==> src/rtl/frame_draw_controller.sv <==
// Frame draw sequencer: on each accepted Tick, sweeps the vertically scrolled
// background into the VGA write port, then overlays the 8x8 car sprite at a
// position latched at frame start. Both ROMs have one cycle of read latency,
// so a single pipeline stage carries pixel position and source alongside.
module frame_draw_controller #(
    parameter int unsigned H_RES       = 160,
    parameter int unsigned V_RES       = 120,
    parameter int unsigned SPR_LOG2    = 3,
    parameter logic [2:0]  TRANSPARENT = 3'b101
) (
    input  logic                    Clock,
    input  logic                    Resetn,
    input  logic                    Tick,
    input  logic                    ScrollEn,
    input  logic [7:0]              CarX,
    input  logic [6:0]              CarY,
    output logic [14:0]             BgAddr,
    input  logic [2:0]              BgData,
    output logic [2*SPR_LOG2-1:0]   SprAddr,
    input  logic [2:0]              SprData,
    output logic [7:0]              VgaX,
    output logic [6:0]              VgaY,
    output logic [2:0]              VgaColour,
    output logic                    VgaPlot,
    output logic                    Busy,
    output logic                    FrameDone,
    output logic                    Overrun,
    output logic [6:0]              ScrollY
);

    localparam logic [7:0]          XLast   = 8'(H_RES - 1);
    localparam logic [6:0]          YLast   = 7'(V_RES - 1);
    localparam logic [7:0]          XClamp  = 8'(H_RES - (1 << SPR_LOG2));
    localparam logic [6:0]          YClamp  = 7'(V_RES - (1 << SPR_LOG2));
    localparam logic [SPR_LOG2-1:0] SprLast = '1;

    typedef enum logic [1:0] {StIdle, StBg, StCar, StFlush} state_e;

    state_e                state_q, state_d;
    logic [7:0]            cx_q, cx_d;
    logic [6:0]            cy_q, cy_d;
    logic [SPR_LOG2-1:0]   sx_q, sx_d, sy_s_q, sy_s_d;
    logic [7:0]            car_x_q, car_x_d;
    logic [6:0]            car_y_q, car_y_d;
    logic [6:0]            scroll_q, scroll_d;
    logic [14:0]           bg_hold_q, bg_hold_d;
    logic [7:0]            pix_x_q, pix_x_d;
    logic [6:0]            pix_y_q, pix_y_d;
    logic                  pix_valid_q, pix_valid_d;
    logic                  pix_spr_q, pix_spr_d;
    logic [6:0]            src_row;
    logic [14:0]           bg_addr;

    // Background address for the current screen pixel, wrapping the scrolled row.
    always_comb begin
        src_row = (cy_q >= scroll_q) ? (cy_q - scroll_q) : (cy_q + 7'(V_RES) - scroll_q);
        // Constant multiply reduces to (row<<7)+(row<<5) for a 160-wide screen.
        bg_addr = ({8'd0, src_row} * 15'(H_RES)) + {7'd0, cx_q};
    end

    // Next-state logic: sequencing, counters, latches and the pixel pipeline stage.
    always_comb begin
        state_d     = state_q;
        cx_d        = cx_q;
        cy_d        = cy_q;
        sx_d        = sx_q;
        sy_s_d      = sy_s_q;
        car_x_d     = car_x_q;
        car_y_d     = car_y_q;
        scroll_d    = scroll_q;
        bg_hold_d   = bg_hold_q;
        pix_x_d     = pix_x_q;
        pix_y_d     = pix_y_q;
        pix_valid_d = 1'b0;
        pix_spr_d   = 1'b0;
        unique case (state_q)
            StIdle: begin
                if (Tick) begin
                    state_d = StBg;
                    car_x_d = (CarX > XClamp) ? XClamp : CarX;
                    car_y_d = (CarY > YClamp) ? YClamp : CarY;
                    cx_d    = '0;
                    cy_d    = '0;
                end
            end
            StBg: begin
                pix_valid_d = 1'b1;
                pix_x_d     = cx_q;
                pix_y_d     = cy_q;
                bg_hold_d   = bg_addr;
                if (cx_q == XLast) begin
                    cx_d = '0;
                    if (cy_q == YLast) begin
                        state_d = StCar;
                        sx_d    = '0;
                        sy_s_d  = '0;
                    end else begin
                        cy_d = cy_q + 7'd1;
                    end
                end else begin
                    cx_d = cx_q + 8'd1;
                end
            end
            StCar: begin
                pix_valid_d = 1'b1;
                pix_spr_d   = 1'b1;
                pix_x_d     = car_x_q + 8'(sx_q);
                pix_y_d     = car_y_q + 7'(sy_s_q);
                // Counters stop at the last cell so SprAddr holds afterwards.
                if (sx_q == SprLast) begin
                    if (sy_s_q == SprLast) begin
                        state_d = StFlush;
                    end else begin
                        sx_d   = '0;
                        sy_s_d = sy_s_q + 1'b1;
                    end
                end else begin
                    sx_d = sx_q + 1'b1;
                end
            end
            StFlush: begin
                state_d = StIdle;
                if (ScrollEn) begin
                    scroll_d = (scroll_q == YLast) ? 7'd0 : scroll_q + 7'd1;
                end
            end
            default: state_d = StIdle;
        endcase
    end

    // State register with synchronous active-low reset.
    always_ff @(posedge Clock) begin
        if (!Resetn) begin
            state_q     <= StIdle;
            cx_q        <= '0;
            cy_q        <= '0;
            sx_q        <= '0;
            sy_s_q      <= '0;
            car_x_q     <= '0;
            car_y_q     <= '0;
            scroll_q    <= '0;
            bg_hold_q   <= '0;
            pix_x_q     <= '0;
            pix_y_q     <= '0;
            pix_valid_q <= 1'b0;
            pix_spr_q   <= 1'b0;
        end else begin
            state_q     <= state_d;
            cx_q        <= cx_d;
            cy_q        <= cy_d;
            sx_q        <= sx_d;
            sy_s_q      <= sy_s_d;
            car_x_q     <= car_x_d;
            car_y_q     <= car_y_d;
            scroll_q    <= scroll_d;
            bg_hold_q   <= bg_hold_d;
            pix_x_q     <= pix_x_d;
            pix_y_q     <= pix_y_d;
            pix_valid_q <= pix_valid_d;
            pix_spr_q   <= pix_spr_d;
        end
    end

    // Outputs: ROM data meets the registered pixel one cycle after its address.
    always_comb begin
        BgAddr    = (state_q == StBg) ? bg_addr : bg_hold_q;
        SprAddr   = {sy_s_q, sx_q};
        VgaX      = pix_x_q;
        VgaY      = pix_y_q;
        VgaColour = pix_valid_q ? (pix_spr_q ? SprData : BgData) : 3'd0;
        VgaPlot   = pix_valid_q && !(pix_spr_q && (SprData == TRANSPARENT));
        Busy      = (state_q != StIdle);
        FrameDone = (state_q == StFlush);
        Overrun   = Tick && (state_q != StIdle);
        ScrollY   = scroll_q;
    end

endmodule
==> config.mk <==
export PLATFORM = sky130hd
export DESIGN_NAME = frame_draw_controller
export DESIGN_NICKNAME = d
export VERILOG_FILES = /design/src/rtl/frame_draw_controller.sv
export SDC_FILE = /design/constraint.sdc
export NUM_CORES = 1
export LEC_CHECK = 0
export ABC_AREA = 1
export CAP_MARGIN = 20
export CORE_AREA = 8 8 114 116
export CTS_BUF_LIST = sky130_fd_sc_hd__clkbuf_8
export DETAILED_ROUTE_END_ITERATION = 8
export DIE_AREA = 0 0 122 124
export PLACE_DENSITY = 0.67
export SLEW_MARGIN = 5
export SYNTH_ARGS = -nofsm -noshare
export SYNTH_HDL_FRONTEND = slang
export SYNTH_SLANG_ARGS = --single-unit
==> constraint.sdc <==
create_clock -name Clock -period 14.5 [get_ports Clock]
set_clock_uncertainty 0.05 [all_clocks]
set_input_delay 3.625 -clock Clock [delete_from_list [all_inputs] [get_ports Clock]]
set_output_delay 3.625 -clock Clock [all_outputs]
set_load 0.05 [all_outputs]
== After elaboration in Yosys (flattened, before gate mapping) ==
Cells that the tools add are included.

* Output and inout bits: 50
* Word-level logic and storage cells: 93
* Register bits after elaboration: 77

* Order comparisons: 3
* Add/subtract/negate cells: 11
* Multiplexer cells: 32
* Multiply operators: 1
* Eq/ne operators: 17
* Reduce and logical (&&, ||, !) cells: 16

{| class="wikitable"
|+ Operators with widths
! kind !! number
|-
| $mux 7 || 6
|-
| $pmux 8 s2 || 2
|-
| $pmux 7 s2 || 2
|-
| $mux 3 || 8
|-
| $mux 8 || 3
|-
| $add 15x8->15 || 1
|-
| $mux 15 || 1
|-
| $add 7x1->7 const B || 2
|-
| $eq 7x7->1 const B || 2
|-
| $ne 2x2->1 const B || 7
|-
| $sub 7x7->7 || 2
|-
| $pmux 3 s2 || 2
|-
| $mul 7x3->10 const B || 1
|-
| $mux 2 || 5
|-
| $reduce_and 5->1 || 2
|-
| $eq 3x3->1 const B || 3
|-
| $add 8x1->8 const B || 1
|-
| $add 8x3->8 || 1
|-
| $eq 8x8->1 const B || 1
|-
| $gt 8x8->1 const B || 1
|-
| $pmux 2 s4 || 1
|-
| $reduce_and 4->1 || 2
|-
| $add 7x3->7 || 1
|-
| $add 7x7->7 const B || 1
|-
| 13 further kinds || 22
|}

== Logic depth before layout (Yosys ltp) ==
Gate-level depths: netlist (run 1).

* Word-level depth: 6
* Depth in mapped cells: 26
* Depth with buffers taken out: 25

== Least setup slack after synthesis (run 1) ==
Ideal clock, no wire load.

* Kind: input -> output
* From: in BgData[1]
* To: out VgaColour[1]
* Arrival time: 4.816 ns
* Stages: 2
* Buffers on the path: 0
* Setup slack: 6.009 ns
* Path through: nor2_1 -> a211oi_1

* Longest elaborated chain between the ends: 2

{| class="wikitable"
|+ Ends and longest elaborated chain
! item !! RTL line !! RTL
|-
| start, declared || 18 || <nowiki>input logic [2:0] BgData,</nowiki>
|-
| $mux 3 (2 in a row) || 170 || <nowiki>VgaColour = pix_valid_q ? (pix_spr_q ? SprData : BgData) : 3'd0;</nowiki>
|-
| end, declared || 23 || <nowiki>output logic [2:0] VgaColour,</nowiki>
|}

Every way passes these cells.

== Final worst setup path (run 1) ==
* From: in SprData[1]
* To: out VgaColour[1]

* Longest elaborated chain between the ends: 2

{| class="wikitable"
|+ Ends and longest elaborated chain
! item !! RTL line !! RTL
|-
| start, declared || 20 || <nowiki>input logic [2:0] SprData,</nowiki>
|-
| $mux 3 (2 in a row) || 170 ||
|}

Every way passes these cells.

==> impl_metrics.py, run 1 <==
metrics = {
    "finish": {
        "drive_above_1_share_pct": 5.95,
        "stdcell_area_mm2": 0.00602,
        "diodes": 0,
        "fin_cells": 916,
        "utilization_pct": 53.9,
        "syn2layout_area_growth_pct": 21.9,
        "fin_nets": 846,
    },
    "floorplanning": {
        "core_mm2": 0.0112,
        "rows": 39,
        "start_util_pct": 44.2,
        "dieHeight_um": 124,
        "fp.dieW_um": 122,
        "die_area_mm2": 0.0151,
        "floorplan.io_pins": 75,
    },
    "sta": {
        "fin_ws_ps": 5660,
        "rsz0062_at_grt": "false",
        "hold_violations": 0,
        "max_freq_mhz": 113,
        "worst_pin_slew_ps": 585,
        "finalCriticalPeriod_ps": 8840,
        "relSlewSlack_pct": 60.6,
        "fin_crit_sh_pct": 61.0,
        "drv_slew": 0,
        "tns_ps": 0,
        "timing.hold.ws_ps": 418,
        "setup_viol": 0,
    },
    "yosys": {
        "yosysWarningCount": 0,
        "post_synth.cell_area_avg_um2": 7.05,
        "synth_nets": 778,
        "synth_cells": 701,
        "netlist.area_leader.share_pct": 31.2,
        "ys_seq_elements": 77,
        "synth_edf_count": 0,
        "async_flop_share_pct": 0,
        "synthesis.area_mm2": 0.00494,
        "yosys-top-cells-count": "138 x nand2_1, 96 x inv_1, 80 x a21oi_1",
        "ys.flop_type": "dfxtp_1",
        "synthDistinctLibCells": 45,
        "synth_top_cell_by_area": "dfxtp_1",
        "seq_area_frac_synth_pct": 31.2,
        "yosysMostFrequentCell": "nand2_1",
        "synth_area_leaders": "dfxtp_1 31%, ha_1 12%, nand2_1 10%",
    },
    "place": {
        "gp_congestion": 0.851,
        "hpwl_um": 9760,
        "dp_slack_ps": 5640,
        "placedCellCount": 901,
        "io_buffer_count": 74,
        "placed_area_mm2": 0.00580,
    },
    "cts": {
        "ctsHoldBuffers": 0,
        "cts_buffer_depth": 2,
        "postCtsResizedCells": 0,
        "htree_levels": 3,
        "clk_pin_slew_ps": 80,
        "root_buffer": "clkbuf_8",
        "cts_buffers": 9,
        "cts.sinks": 77,
        "cts_setup_buffers": 0,
        "clock_latency_ps": 350,
        "cts_tree": "done",
    },
    "worst_hold_path": {
        "min_path_type": "flop to flop",
    },
    "route": {
        "drc_errors": 0,
        "viasPerCell": 5.10,
        "vias": 4675,
        "final_antenna_net_count": 0,
        "postRouteWirelength_um": 12400,
        "wire_per_inst_um": 13.5,
        "drtIter0Drc": 174,
        "drtPass1Iterations": 5,
    },
    "setup_path": {
        "crit_chain": "clkdlybuf4s50_1 > inv_1 > a211oi_1 > clkdlybuf4s50_1",
        "crit_slowest_cell": "clkdlybuf4s50_1",
        "cp_data_required_time_ps": 10820,
        "cp_data_arrival_time_ps": 5170,
        "worst_setup_path_end_kind": "output pin",
        "path_buf_inv": 3,
        "path_class": "primary input to output pin",
        "max_stage_delay_ps": 850,
        "startpoint_type": "primary input",
        "path_common_cell": "clkdlybuf4s50_1",
        "crit_fanout": 2,
        "crit_family": "buffers and inverters",
    },
    "global_routing": {
        "grt_first_pass_wirelength_um": 20900,
        "gr-usage-all-layers_pct": 16.9,
        "antenna_found_initial": 0,
        "grt_pass1_vias": 4634,
        "grt_max_degree": 34,
        "grt-ovfl-total": 0,
    },
    "flow_run": {
        "maxCapViolations": 0,
    },
    "power": {
        "switching_share_pct": 47.2,
        "power_switching_mw": 0.466,
        "internal_power_mw": 0.522,
        "seqPwrFrac_pct": 28.1,
        "p_leak_nw": 2.70,
        "power_frac_comb_pct": 53.1,
        "power_density_mw_per_mm2": 164,
        "p_clk_share_pct": 18.8,
        "peakVddDrop_v": 0.000147,
        "p_total_mw": 0.988,
    },
    "outcome": {
        "status": "completed",
    },
}
==> power groups by stage <==
stage / registers (mW) / logic (mW) / clock network [mW]
6_report: 0.277 / 0.524 / 0.186
5_1_grt: 0.283 / 0.578 / 0.198
4_1_cts: 0.277 / 0.531 / 0.190
3_5_place_dp: 0.282 / 0.529 / 0
3_3_place_gp: 0.281 / 0.522 / 0
2_1_floorplan: 0.336 / 0.324 / 0
==> area by class of cell <==
cell class	count	area [µm²]
clock buffer	11	151
clock inverter	4	72.6
fill	1098	5150
inverter	102	385
multi-input combinational	502	2930
sequential	77	1540
tap	143	179
timing repair buffer	77	763
==> placed cells by master, fill, tap and decap left out, types with 2 or more instances in the layout <==
master	n
nand2_1	138
inv_1	97
a21oi_1	80
dfxtp_1	77
clkdlybuf4s50_1	74
nor2_1	52
o21ai_0	51
ha_1	47
nand3_1	39
xor2_1	15
nor3_1	12
clkbuf_8	11
nor3b_1	5
or2_2	5
nand4_1	5
fa_1	5
o211ai_1	4
a31oi_1	4
a211oi_1	4
inv_2	4
nand2_2	4
nor2_2	4
xnor2_1	3
buf_4	3
a22oi_1	2
a21o_1	2
nor4_1	2
o31ai_1	2
a21oi_2	2
nor2_4	2
nand3b_1	2
bufinv_16	2
==> state kept, by name, summed over array words and instances, names as in the netlist, 2 cells and up <==
signal     cells
ScrollY        7
VgaX           8
VgaY           7
bg_hold_q     15
car_x_q        8
car_y_q        7
cx_q           8
cy_q           7
state_q        2
sx_q           3
sy_s_q         3
==> path summary, 6_finish.rpt <==
kind | from | endpoint | slack (ps) | cells past startpoint
max | SprData[1] | VgaColour[1] | 5660 | 4
min | VgaY[6] | VgaY[6] | 420 | 2
max reg2reg | ScrollY[3] | bg_hold_q[13] | 10430 | 21
min reg2reg | VgaY[6] | VgaY[6] | 420 | 2
==> tightest hold or removal path, stage by stage (launching register included) <==
cell	delay, ps
dfxtp_1	310
nand2_1	60
a21oi_1	60
==> routing by layer <==
layer,global-route usage (%),routed length (µm),vias up
met5,0,0,-
met1,19.5,5450,2132
met3,3.81,696,11
met2,29.8,6070,89
met4,6.25,146,0
li1,-,-,2443
==> cell families after synthesis <==
logic type               Yosys count  share of synthesized area [%]
adder cells (fa/ha/maj)           52                           13.9
buffers and inverters            122                           9.47
AO/OA/AOI/OAI                    158                           17.5
flip-flops                        77                           31.2
XOR/XNOR                          18                           3.19
AND/OR/NAND/NOR                  274                           24.7
Power figures use the tool's default switching activity.
==> run 2: changes to the inputs <==
==> constraint.sdc (replaced) <==
create_clock -name Clock -period 9.21 [get_ports Clock]
set_clock_uncertainty 0.05 [all_clocks]
set_input_delay 2.3025 -clock Clock [delete_from_list [all_inputs] [get_ports Clock]]
set_output_delay 2.3025 -clock Clock [all_outputs]
set_load 0.05 [all_outputs]
==> run 2 against run 1 <==
Against the previous run: total power grew 56%; sequential cell count is the same; utilization shrank 0.20 points; die area is the same; sequential power grew 58%; clock power grew 49%; sequential share of layout area grew 0.096 points; count of clock-buffer cells in the layout shrank 2; critical endpoint is now BgAddr[13]; highest routed layer unchanged.
==> impl_metrics.py, run 2 (same netlist as run 1, synthesis figures left out) <==
metrics = {
    "outcome": {
        "status": "completed",
    },
    "finish": {
        "fin_cells": 915,
        "syn2layout_area_growth_pct": 21.5,
        "multi_input_area_mm2": 0.00293,
        "largest_reg_flops": 15,
        "utilization_pct": 53.7,
        "layout.cells.most_common_list": "138 x nand2_1, 96 x inv_1, 80 x a21oi_1",
        "fill_cells": 1089,
        "diodes": 0,
        "register_area_mm2": 0.00154,
        "drive_above_1_share_pct": 5.96,
        "final_common_cell": "nand2_1",
        "stdcell_area_mm2": 0.00600,
        "regMostFlops": "bg_hold_q",
        "fin_nets": 846,
    },
    "cts": {
        "cts_tree": "done",
        "htree_levels": 3,
        "cts_buffer_depth": 2,
        "cts_setup_buffers": 0,
        "clock_latency_ps": 360,
        "postCtsResizedCells": 0,
        "clk_pin_slew_ps": 80,
        "root_buffer": "clkbuf_8",
        "ctsHoldBuffers": 0,
        "cts.sinks": 77,
        "cts_buffers": 9,
    },
    "worst_hold_path": {
        "hold_start": "VgaY[6]",
        "min_path_type": "flop to flop",
        "holdPathStages": 2,
        "holdPathEnd": "VgaY[6]",
    },
    "route": {
        "drtPass1Iterations": 5,
        "final_antenna_net_count": 0,
        "vias": 4670,
        "drc_errors": 0,
        "wire_per_inst_um": 13.5,
        "postRouteWirelength_um": 12400,
        "viasPerCell": 5.10,
        "drtIter0Drc": 199,
    },
    "sta": {
        "hold_violations": 0,
        "drv_slew": 0,
        "max_freq_mhz": 135,
        "fin_ws_ps": 1810,
        "fin_crit_sh_pct": 80.3,
        "worst_pin_slew_ps": 612,
        "relSlewSlack_pct": 59.2,
        "setup_viol": 0,
        "tns_ps": 0,
        "timing.hold.ws_ps": 418,
        "finalCriticalPeriod_ps": 7400,
        "rsz0062_at_grt": "false",
    },
    "setup_path": {
        "r2r_cells": 21,
        "crit_chain": "inv_1 > ha_1 > inv_1 > ha_1 > nand3_1 > nand2_1 > a21oi_1 > xor2_1 > o21ai_0 > ha_1 > inv_1 > fa_1 > xnor2_1 > nand3_1 > nor2_1 > inv_1 > nor2_1 > nand3_1 > nand3_1 > nand2_1 > inv_1 > clkdlybuf4s50_1",
        "max_stage_delay_ps": 790,
        "cp_data_required_time_ps": 6860,
        "regToRegSetupSlack_ps": 5130,
        "startpoint_type": "flop",
        "crit_fanout": 6,
        "cp_data_arrival_time_ps": 5050,
        "crit_slowest_cell": "clkdlybuf4s50_1",
        "r2r_end": "bg_hold_q[13]",
        "path_common_cell": "inv_1",
        "path_class": "flop to output pin",
        "reg2reg_from": "ScrollY[3]",
        "worst_setup_path_end_kind": "output pin",
        "path_buf_inv": 6,
        "crit_family": "adder cells",
    },
    "power": {
        "seqPwrFrac_pct": 28.4,
        "p_total_mw": 1.54,
        "peakVddDrop_v": 0.000202,
        "p_leak_nw": 2.69,
        "switching_share_pct": 47.8,
        "internal_power_mw": 0.804,
        "power_switching_mw": 0.737,
        "p_clk_share_pct": 17.9,
        "power_frac_comb_pct": 53.7,
        "power_density_mw_per_mm2": 257,
    },
    "floorplanning": {
        "start_util_pct": 44.2,
        "fp.dieW_um": 122,
        "die_area_mm2": 0.0151,
        "floorplan.io_pins": 75,
        "core_mm2": 0.0112,
        "rows": 39,
        "dieHeight_um": 124,
    },
    "place": {
        "dp_slack_ps": 2220,
        "placedCellCount": 901,
        "gp_congestion": 0.859,
        "placed_area_mm2": 0.00580,
        "hpwl_um": 9710,
        "io_buffer_count": 74,
    },
    "global_routing": {
        "grt_pass1_vias": 4695,
        "antenna_found_initial": 0,
        "gr-usage-all-layers_pct": 17.1,
        "grt_max_degree": 34,
        "grt_first_pass_wirelength_um": 20900,
        "grt-ovfl-total": 0,
    },
    "flow_run": {
        "maxCapViolations": 0,
    },
}
## run 2: layer usage
layer	global-route usage [%]	up-vias	wire length (µm)
li1	-	2434	-
met1	19.3	2123	5590
met2	30.3	94	5950
met3	4.17	19	601
met4	6.78	0	245
met5	0	-	0
## run 2: worst max path at each step
stage	from	slack, ps	depth (start not counted)	to
detailed placement	ScrollY[3]	2220	22	BgAddr[13]
floorplan	ScrollY[3]	2750	19	BgAddr[13]
global route	ScrollY[3]	1350	22	BgAddr[13]
finish	ScrollY[3]	1810	22	BgAddr[13]
CTS	ScrollY[3]	1780	22	BgAddr[13]
global placement	ScrollY[3]	2330	22	BgAddr[13]
## run 2: area by class of cell
cell class / instances / area share (%)
well taps: 143 / 2.98
clock buffers: 9 / 2.06
inverters: 102 / 6.42
repair buffers: 77 / 12.7
clock inverters: 5 / 1.29
flip-flops and latches: 77 / 25.7
multi-input cells: 502 / 48.8
## run 2: power by group through the flow
stage | logic [mW] | clock network, mW | registers [mW]
2_1_floorplan | 0.510 | 0 | 0.530
6_report | 0.827 | 0.277 | 0.438
3_5_place_dp | 0.831 | 0 | 0.445
4_1_cts | 0.833 | 0.283 | 0.438
3_3_place_gp | 0.820 | 0 | 0.442
5_1_grt | 0.909 | 0.297 | 0.446
## run 2: worst min-delay path, stage by stage, from the launching register on
cell,delay (ps)
dfxtp_1,310
nand2_1,60
a21oi_1,50
==> run 3: changes to the inputs <==
==> constraint.sdc (replaced) <==
create_clock -name Clock -period 7.3 [get_ports Clock]
set_clock_uncertainty 0.05 [all_clocks]
set_input_delay 1.825 -clock Clock [delete_from_list [all_inputs] [get_ports Clock]]
set_output_delay 1.825 -clock Clock [all_outputs]
set_load 0.05 [all_outputs]
==> run 3 against run 2 <==
Against the previous run: global-route usage unchanged; largest cell class unchanged; cell count stayed put; total power increased by 26%; critical path depth is 1 higher; utilization about the same; sequential share of layout area hardly changed; combinational power rose by 26%; sequential power rose by 26%.
==> impl_metrics.py, run 3 (same netlist as run 1, synthesis figures left out) <==
metrics = {
    "cts": {
        "htree_levels": 3,
        "cts.sinks": 77,
        "clk_pin_slew_ps": 80,
        "cts_buffers": 9,
        "clock_latency_ps": 360,
        "cts_setup_buffers": 0,
        "ctsHoldBuffers": 0,
        "postCtsResizedCells": 0,
        "root_buffer": "clkbuf_8",
        "cts_buffer_depth": 2,
        "cts_tree": "done",
    },
    "place": {
        "io_buffer_count": 74,
        "placedCellCount": 901,
        "gp_congestion": 0.859,
        "placed_area_mm2": 0.00580,
        "hpwl_um": 9800,
        "dp_slack_ps": 745,
    },
    "route": {
        "postRouteWirelength_um": 12500,
        "viasPerCell": 5.12,
        "final_antenna_net_count": 0,
        "drc_errors": 0,
        "drtPass1Iterations": 4,
        "vias": 4684,
        "drtIter0Drc": 205,
        "wire_per_inst_um": 13.6,
    },
    "outcome": {
        "status": "completed",
    },
    "power": {
        "p_total_mw": 1.94,
        "p_leak_nw": 2.70,
        "peakVddDrop_v": 0.000242,
        "power_density_mw_per_mm2": 323,
    },
    "sta": {
        "fin_ws_ps": 451,
        "setup_viol": 0,
        "max_freq_mhz": 146,
        "fin_crit_sh_pct": 93.8,
        "worst_pin_slew_ps": 598,
        "tns_ps": 0,
        "rsz0062_at_grt": "false",
        "relSlewSlack_pct": 59.8,
        "drv_slew": 0,
        "hold_violations": 0,
        "finalCriticalPeriod_ps": 6850,
    },
    "finish": {
        "stdcell_area_mm2": 0.00600,
        "register_area_mm2": 0.00154,
        "fill_cells": 1100,
        "multi_input_area_mm2": 0.00293,
        "final_common_cell": "nand2_1",
        "syn2layout_area_growth_pct": 21.5,
        "regMostFlops": "bg_hold_q",
        "fin_cells": 915,
        "drive_above_1_share_pct": 5.96,
        "diodes": 0,
        "layout.cells.most_common_list": "138 x nand2_1, 96 x inv_1, 80 x a21oi_1",
        "fin_nets": 846,
        "largest_reg_flops": 15,
    },
    "floorplanning": {
        "start_util_pct": 44.2,
        "core_mm2": 0.0112,
        "fp.dieW_um": 122,
        "rows": 39,
        "die_area_mm2": 0.0151,
        "dieHeight_um": 124,
        "floorplan.io_pins": 75,
    },
    "global_routing": {
        "antenna_found_initial": 0,
        "gr-usage-all-layers_pct": 17.1,
        "grt-ovfl-total": 0,
        "grt_max_degree": 34,
        "grt_pass1_vias": 4672,
        "grt_first_pass_wirelength_um": 20900,
    },
    "setup_path": {
        "crit_fanout": 9,
        "cp_data_required_time_ps": 5430,
        "worst_setup_path_end_kind": "output pin",
        "cp_data_arrival_time_ps": 4970,
        "startpoint_type": "flop",
        "path_class": "flop to output pin",
    },
    "flow_run": {
        "maxCapViolations": 0,
    },
    "worst_hold_path": {
        "min_path_type": "flop to flop",
    },
}
## run 3: cell types whose count changed in the layout (fill, tap and decap cells not counted)
cell             delta
dlymetal6s2s_1      +1
clkdlybuf4s50_1     -1
## run 3: worst paths after layout
kind | from | to | slack [ps] | cells past startpoint
max | ScrollY[2] | BgAddr[14] | 450 | 23
min | VgaY[6] | VgaY[6] | 420 | 2
max reg2reg | ScrollY[3] | bg_hold_q[13] | 3220 | 21
min reg2reg | VgaY[6] | VgaY[6] | 420 | 2
## run 3: routing by layer
layer  global-route usage (%)  vias to the layer above  share of wire (%)
li1                         -                     2437                  -
met1                     19.6                     2134                 45
met2                     30.5                       94                 49
met3                     3.94                       19                5.1
met4                     5.94                        0                1.5
met5                        0                        -                  0
## run 3: power by group
part	switching (mW)	leakage [nW]	internal (mW)
clock	0.159	0.101	0.188
sequential	0.0518	0.627	0.500
combinational	0.715	1.97	0.326
## run 3: critical path: stages (launching register included)
cell	delay [ps]
dfxtp_1	330
inv_1	90
ha_1	460
inv_1	80
nand2_1	70
nand2_1	100
ha_1	230
a21o_1	190
xor2_1	140
o21ai_0	250
ha_1	280
ha_1	220
inv_1	100
fa_1	450
nor2_1	160
nand2_1	90
inv_1	60
nand4_1	90
nor2_1	160
nand3_1	90
nand3_1	70
nand2_1	60
inv_1	50
clkdlybuf4s50_1	790
## run 3: area by class of cell
type | instances | share of cell area [%]
multi-input cells | 502 | 48.8
flip-flops and latches | 77 | 25.7
clock inverters | 5 | 1.29
inverters | 102 | 6.42
well taps | 143 | 2.98
clock buffers | 9 | 2.06
repair buffers | 77 | 12.8
## run 3: per-stage QoR
| step | utilization (%) | hold slack, ps |
|---|---|---|
| finish | 53.7 | 419 |
| global placement | 51.9 | 407 |
| CTS | 53.7 | 423 |
| global route | 53.7 | 437 |
| detailed placement | 51.9 | 412 |
| floorplan | - | 397 |
